--- config.mk ---
export PLATFORM = sky130hd
export DESIGN_NAME = traffic_light_multi
export DESIGN_NICKNAME = d
export VERILOG_FILES = /design/src/rtl/traffic_light_multi.sv
export SDC_FILE = /design/constraint.sdc
export NUM_CORES = 1
export LEC_CHECK = 0
export ABC_CLOCK_PERIOD_IN_PS = 4300
export CAP_MARGIN = 25
export CORE_UTILIZATION = 53
export DETAILED_ROUTE_END_ITERATION = 8
export PLACE_DENSITY = 0.79
export SYNTH_ARGS = -nofsm -noshare
export SYNTH_HDL_FRONTEND = slang
export SYNTH_SLANG_ARGS = --single-unit
--- constraint.sdc ---
create_clock -name clk -period 4.3 [get_ports clk]
set_input_delay 0.86 -clock clk [delete_from_list [all_inputs] [get_ports clk]]
set_output_delay 0.86 -clock clk [all_outputs]
set_load 0.02 [all_outputs]
--- src/rtl/traffic_light_multi.sv ---
// traffic_light_multi: N-street traffic light controller with priority
// pre-emption, minimum-green guard, night (flashing yellow) mode and clock enable.
//   clk, rst (sync, active-high), en (freeze), night_mode, pri_req[N]
//   lamps[3N] ({red,yellow,green} per street), pri_lamp[N], active_idx, remaining
module traffic_light_multi #(
  parameter int unsigned NUM_STREETS   = 2,
  parameter int unsigned TICK_DIV      = 1,
  parameter int unsigned GREEN_TICKS   = 5,
  parameter int unsigned MIN_GREEN     = 2,
  parameter int unsigned YELLOW_TICKS  = 2,
  parameter int unsigned ALL_RED_TICKS = 1,
  parameter int unsigned CNT_W         = 8
) (
  input  logic                     clk,
  input  logic                     rst,
  input  logic                     en,
  input  logic                     night_mode,
  input  logic [NUM_STREETS-1:0]   pri_req,
  output logic [3*NUM_STREETS-1:0] lamps,
  output logic [NUM_STREETS-1:0]   pri_lamp,
  output logic [2:0]               active_idx,
  output logic [CNT_W-1:0]         remaining
);

  localparam int unsigned PW = (TICK_DIV > 1) ? $clog2(TICK_DIV) : 1;

  typedef enum logic [1:0] {
    S_ALL_RED,
    S_GREEN,
    S_YELLOW,
    S_NIGHT
  } state_t;

  state_t                 state, state_n;
  logic [CNT_W-1:0]       cnt, cnt_n;
  logic [PW-1:0]          presc;
  logic [2:0]             idx_n;
  logic [NUM_STREETS-1:0] pri_pend, pend_n;
  logic                   flash, flash_n;
  logic                   pri_grant, grant_n;
  logic                   served, served_n;
  logic                   tick;
  logic [NUM_STREETS-1:0] act_mask;
  logic [NUM_STREETS-1:0] other_pend;
  logic                   pick_found;
  logic [2:0]             pick_idx;
  logic [2:0]             rr_idx;

  assign tick       = en && (presc == PW'(TICK_DIV - 1));
  assign act_mask   = NUM_STREETS'(1) << active_idx;
  assign other_pend = (pri_pend | pri_req) & ~act_mask;

  always_comb begin
    pick_found = 1'b0;
    pick_idx   = '0;
    for (int unsigned i = 0; i < NUM_STREETS; i++) begin
      if (other_pend[i] && !pick_found) begin
        pick_found = 1'b1;
        pick_idx   = 3'(i);
      end
    end
  end

  // Until the first green after reset, rotation starts from street 0 itself
  // rather than from its successor.
  always_comb begin
    if (!served || active_idx == 3'(NUM_STREETS - 1))
      rr_idx = '0;
    else
      rr_idx = active_idx + 3'd1;
  end

  always_comb begin
    state_n  = state;
    cnt_n    = cnt;
    idx_n    = active_idx;
    grant_n  = pri_grant;
    flash_n  = flash;
    served_n = served;
    pend_n   = pri_pend | pri_req;
    if (state == S_GREEN)
      pend_n = pend_n & ~act_mask;
    unique case (state)
      S_ALL_RED: if (tick) begin
        if (cnt == CNT_W'(ALL_RED_TICKS - 1)) begin
          cnt_n = '0;
          if (night_mode) begin
            state_n = S_NIGHT;
          end else begin
            state_n  = S_GREEN;
            served_n = 1'b1;
            if (pick_found) begin
              idx_n   = pick_idx;
              grant_n = 1'b1;
            end else begin
              idx_n   = rr_idx;
              grant_n = 1'b0;
            end
          end
        end else begin
          cnt_n = cnt + CNT_W'(1);
        end
      end
      S_GREEN: if (tick) begin
        if (cnt == CNT_W'(GREEN_TICKS - 1) ||
            (other_pend != '0 && cnt >= CNT_W'(MIN_GREEN - 1)) ||
            night_mode) begin
          state_n = S_YELLOW;
          cnt_n   = '0;
          grant_n = 1'b0;
        end else begin
          cnt_n = cnt + CNT_W'(1);
        end
      end
      S_YELLOW: if (tick) begin
        if (cnt == CNT_W'(YELLOW_TICKS - 1)) begin
          state_n = S_ALL_RED;
          cnt_n   = '0;
        end else begin
          cnt_n = cnt + CNT_W'(1);
        end
      end
      S_NIGHT: if (tick) begin
        if (!night_mode) begin
          state_n = S_ALL_RED;
          cnt_n   = '0;
          flash_n = 1'b1;
        end else begin
          flash_n = ~flash;
        end
      end
      default: state_n = S_ALL_RED;
    endcase
    if (state_n == S_GREEN)
      pend_n = pend_n & ~(NUM_STREETS'(1) << idx_n);
    if (state == S_NIGHT)
      pend_n = '0;
  end

  always_ff @(posedge clk) begin
    if (rst) begin
      state      <= S_ALL_RED;
      cnt        <= '0;
      presc      <= '0;
      active_idx <= '0;
      pri_pend   <= '0;
      flash      <= 1'b1;
      pri_grant  <= 1'b0;
      served     <= 1'b0;
    end else if (en) begin
      presc      <= tick ? '0 : presc + PW'(1);
      state      <= state_n;
      cnt        <= cnt_n;
      active_idx <= idx_n;
      pri_pend   <= pend_n;
      flash      <= flash_n;
      pri_grant  <= grant_n;
      served     <= served_n;
    end
  end

  always_comb begin
    lamps = '0;
    for (int unsigned k = 0; k < NUM_STREETS; k++) begin
      lamps[3*k +: 3] = 3'b100;
      unique case (state)
        S_GREEN:  if (3'(k) == active_idx) lamps[3*k +: 3] = 3'b001;
        S_YELLOW: if (3'(k) == active_idx) lamps[3*k +: 3] = 3'b010;
        S_NIGHT:  lamps[3*k +: 3] = {1'b0, flash, 1'b0};
        default:  lamps[3*k +: 3] = 3'b100;
      endcase
    end
  end

  assign pri_lamp = (state == S_GREEN && pri_grant) ? act_mask : '0;

  always_comb begin
    unique case (state)
      S_ALL_RED: remaining = CNT_W'(ALL_RED_TICKS - 1) - cnt;
      S_GREEN:   remaining = CNT_W'(GREEN_TICKS - 1) - cnt;
      S_YELLOW:  remaining = CNT_W'(YELLOW_TICKS - 1) - cnt;
      default:   remaining = '0;
    endcase
  end

endmodule

# ---- Word-level counts from Yosys, hierarchy flattened
# Cells that the tools add are included.
# W data, S select, Z words.
dict set report classes {
  n_mul 0
  mux 48
  n_addsub 6
  div 0
  bitwise_logic 8
  magnitude_cmp 1
  reduce_logical 18
  shifts 2
  n_eq_ne 16
}
# op count
set op_table {}
lappend op_table {{$mux W8} 8}
lappend op_table {{$pmux W8 S4} 1}
lappend op_table {{$mux W3} 10}
lappend op_table {{$mux W2} 13}
lappend op_table {{$pmux W8 S3} 1}
lappend op_table {{$pmux W3 S3} 2}
lappend op_table {{$ne A2 B2 Y1 const B} 8}
lappend op_table {{$sub A1 B8 Y8 const A} 2}
lappend op_table {{$mux W1} 11}
lappend op_table {{$add A8 B1 Y8 const B} 1}
lappend op_table {{$eq A8 B1 Y1 const B} 1}
lappend op_table {{$eq A8 B3 Y1 const B} 1}
lappend op_table {{$ge A8 B1 Y1 const B} 1}
lappend op_table {{$logic_not A8 Y1} 1}
lappend op_table {{$pmux W2 S4} 1}
lappend op_table {{$sub A3 B8 Y8 const A} 1}
lappend op_table {{$reduce_and A7 Y1} 1}
lappend op_table {{$reduce_and A6 Y1} 1}
lappend op_table {{$shl A1 B3 Y2 const A} 2}
lappend op_table {{$reduce_and A5 Y1} 1}
lappend op_table {{$and A2 B2 Y2} 2}
lappend op_table {{$eq A2 B1 Y1 const B} 2}
lappend op_table {{$eq A2 B2 Y1 const B} 2}
lappend op_table {{$logic_and A1 B1 Y1} 4}
lappend op_table {{other kinds (14)} 21}
dict set report totals {
  elab_cells 107
  in_bits 6
  ram_bits 0
  mem_bits_ro 0
  memories 0
  output_inout_bits 19
  latchBits 0
  register_bits 19
}

# ---- Depth between registers and ports, before layout
dict set report logic_depth {
  ltp_word 17
  mapped_depth 8
  mapped_depth_nobuf 8
}

# ---- Worst setup path before layout
# No wires, ideal clock.
dict set report synth_path {
  path_type {register to output}
  from {register cnt[0]}
  to {output port remaining[6]}
  path_stages_with_launch 7
  arrival_ps 2077
  path_slack_ps 1363
  required_time_ps 3440
  path_cell_list {dfxtp_1 -> inv_1 -> ha_1 -> or4b_4 -> a21boi_0 -> o21bai_1 -> a221oi_1}
}
dict set report synth_between {
  elab_chain_len 2
}
# element line_no
set synth_rtl {}
lappend synth_rtl {{start: declaration} 35} ;# logic [CNT_W-1:0] cnt, cnt_n;
lappend synth_rtl {{start signal: assignment} 153} ;# cnt <= cnt_n;
lappend synth_rtl {{$sub A1 B8 Y8 (tied with other cells)} 181} ;# S_YELLOW: remaining = CNT_W'(YELLOW_TICKS - 1) - cnt;
lappend synth_rtl {{$pmux W8 S3 (*)} 178} ;# unique case (state)
lappend synth_rtl {{end: declaration} 22} ;# output logic [CNT_W-1:0] remaining
# Every way passes the cells marked *; elsewhere a longest branch is shown, timed or not.

# ---- Final worst setup path
# Same ends and word-level chain as after synthesis.

==> reports/qor.txt <==
layout cells sized above 1 -> 5.76%
Max-Cap Viols -> 0
crit-path cells -> inv_1 > ha_1 > or4b_4 > a21boi_0 > o21bai_1 > a221oi_1 > clkdlybuf4s50_1
first-pass GRT wire length -> 6.29 mm
vias in the first global route -> 1389
Wirelength per Cell -> 14.0 µm
clk sink count -> 19
drt drc -> 2
Max-slew headroom -> 56.9%
area delta synth->final -> 15.7%
Hold EP -> presc
Total Power -> 551 µW
DRT Wirelength -> 3.85 mm
hold path startpoint -> presc
EDFF count, synth -> 0
final cycle utilization of the critical path -> 86.6%
Synth top area share -> 23.5%
CP Data Required Time -> 3440 ps
DP HPWL -> 2.92 mm
Clock Tree Buf Depth -> 2
worst-path fanout max -> 8
final setup fails -> 0
worst hold stages -> 1
Final min period -> 3720 ps
via count -> 1612
Worst-path clk slew -> 120 ps
Starting Density -> 57.3%
die width -> 57.3 µm
H-Tree Depth -> 1
R2R cell count -> 7
worst vdd ir -> 0.202 mV
Die Height -> 57.3 µm
Final ANT Viol Nets -> 0
# IOs -> 25
final setup skew -> 12.4 ps
CP top delay family -> buffers and inverters
final hold vios -> 0
Worst Max-Slew Pin Slew -> 644 ps
worst reg2reg path endpoint -> pri_pend[1]
initial antenna violation count -> 0
Root Buffer -> clkbuf_4
row count -> 19
Arr. time, crit path -> 2860 ps
Seq cells post-synth -> 19
largest net degree at the start of global routing -> 17
Worst-Skew Late Latency -> 310 ps
Hold WC Path Type -> flip-flop to flip-flop
Startpoint Class -> flip-flop
failing checks -> design-rule violations
top area cells in the synthesized netlist -> dfxtp_1, nor2_1, ha_1
Via density -> 5.88
Synth Cell Area -> 0.00162 mm²
Yosys warning count -> 0
Synth area leader -> dfxtp_1
Initial DRC Count -> 119
Setup TNS -> 0 ps
synth unique cells -> 54
Post-Synthesis Cells -> 226
CTS tree -> yes
Die ar. -> 0.00329 mm²
outcome -> finished with violations
reg2reg setup slack -> 1640 ps
register area share after synthesis -> 23.5%
final core occ -> 66.3%
post-CTS setup buffers -> 0
ys async rst share -> 0%
total grt overflow -> 0
critical path's largest stage delay -> 650 ps
post-CTS sizing -> 0
Nets -> 258
Post-CTS Hold Fix Bufs -> 0
CORE AREA -> 0.00283 mm²
WP buf/inv -> 2
Mean Syn Cell Area -> 7.18 µm²
Primary FF master, synth -> dfxtp_1
PwrDens -> 294 mW/mm²
slowest cell on the critical path -> clkdlybuf4s50_1
critical setup path kind -> flip-flop to output port
total track usage -> 24.5%
Port Buf Inserts -> 24
DRT Pass-1 Iters -> 7
antenna cells -> 0
reg2reg start -> cnt[0]
CP Capture Type -> output port
fmax -> 269 MHz
LEAKAGE -> 0.757 nW
RSZ-0062 raised after global routing -> no
syn_nets -> 240
GPL Wtd Cong -> 0.921
Final Max Slew Viols -> 0
CTS buffer count -> 3
## how the worst max path moves through the flow
stage | from | slack (ps) | cells past startpoint | end
after floorplan | cnt[0] | 1360 | 6 | remaining[6]
after global placement | cnt[0] | 970 | 7 | remaining[6]
after detailed placement | cnt[0] | 930 | 7 | remaining[6]
after CTS | cnt[0] | 570 | 7 | remaining[6]
after global routing | cnt[0] | 350 | 7 | remaining[6]
final | cnt[0] | 580 | 7 | remaining[6]
## metal layers
layer / vias to the layer above / GRT usage [%] / wire [µm]
li1: 847 / - / -
met1: 705 / 37.9 / 2040
met2: 54 / 35.5 / 1550
met3: 6 / 2.04 / 187
met4: 0 / 8.71 / 63
met5: - / 0 / 0
## area by class of cell
type / count / area [µm²]
inverters: 13 / 48.8
clock inverters: 1 / 5.00
repair buffers: 26 / 255
multi-input cells: 181 / 1130
fillers: 269 / 952
clock buffers: 3 / 22.5
flip-flops and latches: 19 / 380
well taps: 31 / 38.8
## cells in the final DEF (no fill, tap or decap), types with 3 or more instances in the layout
| cell | synthesis | layout |
|---|---|---|
| a31oi_1 | 3 | 3 |
| ha_1 | 8 | 8 |
| and2_1 | 4 | 4 |
| nor3_1 | 8 | 8 |
| nor4_1 | 4 | 4 |
| inv_1 | 12 | 12 |
| xnor2_1 | 3 | 3 |
| dfxtp_1 | 19 | 19 |
| o21a_1 | 3 | 3 |
| a21boi_0 | 3 | 3 |
| nand3_1 | 6 | 6 |
| a221oi_1 | 4 | 4 |
| xor2_1 | 5 | 5 |
| nor2_1 | 31 | 31 |
| o21bai_1 | 4 | 4 |
| nor2b_1 | 5 | 5 |
| clkbuf_4 | 0 | 3 |
| o21ai_0 | 10 | 10 |
| a21oi_1 | 12 | 12 |
| nand2_1 | 25 | 25 |
| nand2b_1 | 6 | 6 |
| clkdlybuf4s50_1 | 0 | 24 |
## cell usage after synthesis, types with 2 or more instances
cell and n:
a21oi_1 12, o32ai_1 2, a22oi_1 2, buf_2 2
nor2b_1 5, o2bb2ai_1 2, a221oi_1 4, ha_1 8
nor2_1 31, or4_1 2, xnor2_1 3, dfxtp_1 19
nand3_1 6, nor4_1 4, and2_1 4, o211ai_1 2
o31ai_1 2, xor2_1 5, clkbuf_1 8, a211o_1 2
o22ai_1 2, o21bai_1 4, a21boi_0 3, o21a_1 3
inv_1 12, nor3_1 8, a31oi_1 3, buf_6 2
nand2_1 25, o21ai_0 10, nand2b_1 6
## report_power, final
group	internal [mW]	total [mW]	switching [mW]
registers	0.187	0.204	0.0170
logic	0.111	0.252	0.141
clock network	0.0348	0.0952	0.0604
total	0.333	0.551	0.218
## stage by stage
stage | area, µm² | hold WS (ps) | instances | worst slack [ps]
after floorplan | 1620 | 447 | 226 | 1360
after global placement | 1850 | 473 | 270 | 971
after detailed placement | 1850 | 482 | 270 | 927
after CTS | 1880 | 511 | 274 | 571
after global routing | 1880 | 517 | 274 | 351
final | 1880 | 510 | 274 | 576
## registers in the layout, indices dropped and copies added, names as in the netlist
| register | count |
|---|---|
| served | 1 |
| flash | 1 |
| state | 2 |
| presc | 1 |
| pri_pend | 2 |
| pri_grant | 1 |
| cnt | 8 |
| active_idx | 3 |
## cell families (layout without fill, tap and decap cells)
group,Yosys count,in the layout,synth area share (%)
flops,19,19,23.5
simple gates,100,100,30.6
mux,2,2,1.54
fa+ha+maj,8,8,6.17
compound gates,63,63,26.9
xor+xnor,8,8,4.32
buf+inv,26,43,7.10
## worst reg2reg max path, stage by stage, from the launching register on
cell and delay, ps:
dfxtp_1 390, inv_1 210, ha_1 230, or4b_4 480
or4_1 660, mux2_4 380, a22oi_1 160, nand2_1 70
Note: power is estimated with default switching activity, not from simulation.
==> RTL edit: new RTL, same flow settings <==
Set the parameter `NUM_STREETS` to 1 (it was 2).
--- a/src/rtl/traffic_light_multi.sv
+++ b/src/rtl/traffic_light_multi.sv
@@ -4,5 +4,5 @@
 //   lamps[3N] ({red,yellow,green} per street), pri_lamp[N], active_idx, remaining
 module traffic_light_multi #(
-  parameter int unsigned NUM_STREETS   = 2,
+  parameter int unsigned NUM_STREETS   = 1,
   parameter int unsigned TICK_DIV      = 1,
   parameter int unsigned GREEN_TICKS   = 5,
Interface: changed (resized lamps, pri_lamp and pri_req); port bits go from 25 to 20. The function was not compared with the original's and may differ.
==> RTL edit against the original RTL <==
Maximum frequency down 3.8%; via count up 13%; global-route usage up 2.8 points; synthesized cell count up 4.9%; setup slack worse by 0.15 ns; sequential cell count down 1; sequential power down 8%; area after synthesis up 6.2%; final area up 3.0%; wire length up 19%; non-clock buffer count down 4; power up 2.4%.
==> RTL edit: results (changes against the original RTL) <==
- Status: complete, no violations
- Metal2 WL: 2030 um (+31%)
- Finished Layout Cells: 287 (+4.7%)
- Largest net degree at the start of global routing: 30 (+13)
- Gate power share: 0.470 (+0.013)
- VDD IR-drop max: 0.000203 V (+0.78%)
- Setup WS pre-CTS: 0.812 ns (-0.115 ns)
- Switch share: 0.393 (-0.00267)
- Post-Synth XOR/XNOR Area: 0.0254 (-0.0178)
- Vias: 1819 (+13%)
- Max incr delay on CP: 0.63 ns (-0.02 ns)
- Tmin final: 3.87 ns (+0.146 ns)
- Top post-synthesis cells by area: dfxtp_1 21%, a21oi_1 6.1%, ha_1 5.1%
- Crit path max-delay family: simple AND/OR/NAND/NOR gates
- Worst Path Max Fanout: 11 (+3)
- Leak pwr: 0.677 nW (-11%)
- Worst min-delay path startpoint: served$_SDFFE_PP0P_
- GRT Total Usage: 0.274 (+0.0284)
- Largest registers: cnt (8), active_idx (3), state (2)
- First-pass GRT wire length: 7360 um (+17%)
- Routing usage on met1: 0.408 (+0.0288)
- Initial drt markers: 102 (-14%)
- Flop-to-flop setup slack: 1.49 ns (-0.15 ns)
- Nets: 256 (-0.78%)
- Iteration count of the initial detailed-routing pass: 4 (-3)
- Yosys cell types: 56 (+3.7%)
- Cells after DPL: 283 (+4.8%)
- Mux cell area share after synthesis: 0.0232 (+0.00781)
- Seq. pwr: 0.188 mW (-8%)
- Synth Area in Adders: 0.0508 (-0.0109)
- Met1 Wirelength: 2130 um (+4.3%)
- Wire length on met3: 347 um (+86%)
- Met2 usage: 0.411 (+0.0561)
- WP data arrival: 3.01 ns (+0.15 ns)
- FF-to-FF Start: cnt[1]$_SDFFE_PP0P_
- Top cells by count, synth: 21 x a21oi_1, 20 x nor2_1, 19 x nand2_1, 18 x dfxtp_1, 14 x inv_1
- Fill cell count: 267 (-0.74%)
- Post-synth net total: 249 (+3.8%)
-- RTL edit: cell count changes after synthesis, moves of 4 or more --
cell,before,now
or3_1,0,4
nor2_1,31,20
nand2_1,25,19
a21oi_1,12,21
clkbuf_1,8,12
-- RTL edit: final cells by class --
| class | count | area share |
|---|---|---|
| tap | 44 | 0.0285 |
| sequential | 18 | 0.186 |
| multi-input combinational | 185 | 0.629 |
| inverter | 14 | 0.0272 |
| clock buffer | 4 | 0.0188 |
| timing repair buffer | 22 | 0.110 |
-- RTL edit: worst min-delay path by stage --
| stage | slack (ns) | depth (start not counted) | end |
|---|---|---|---|
| floorplan | 0.43 | 2 | served$_SDFFE_PP0P_ |
| global route | 0.49 | 2 | served$_SDFFE_PP0P_ |
| finish | 0.46 | 2 | served$_SDFFE_PP0P_ |
| detailed placement | 0.44 | 2 | served$_SDFFE_PP0P_ |
| global placement | 0.44 | 2 | served$_SDFFE_PP0P_ |
| CTS | 0.46 | 2 | served$_SDFFE_PP0P_ |
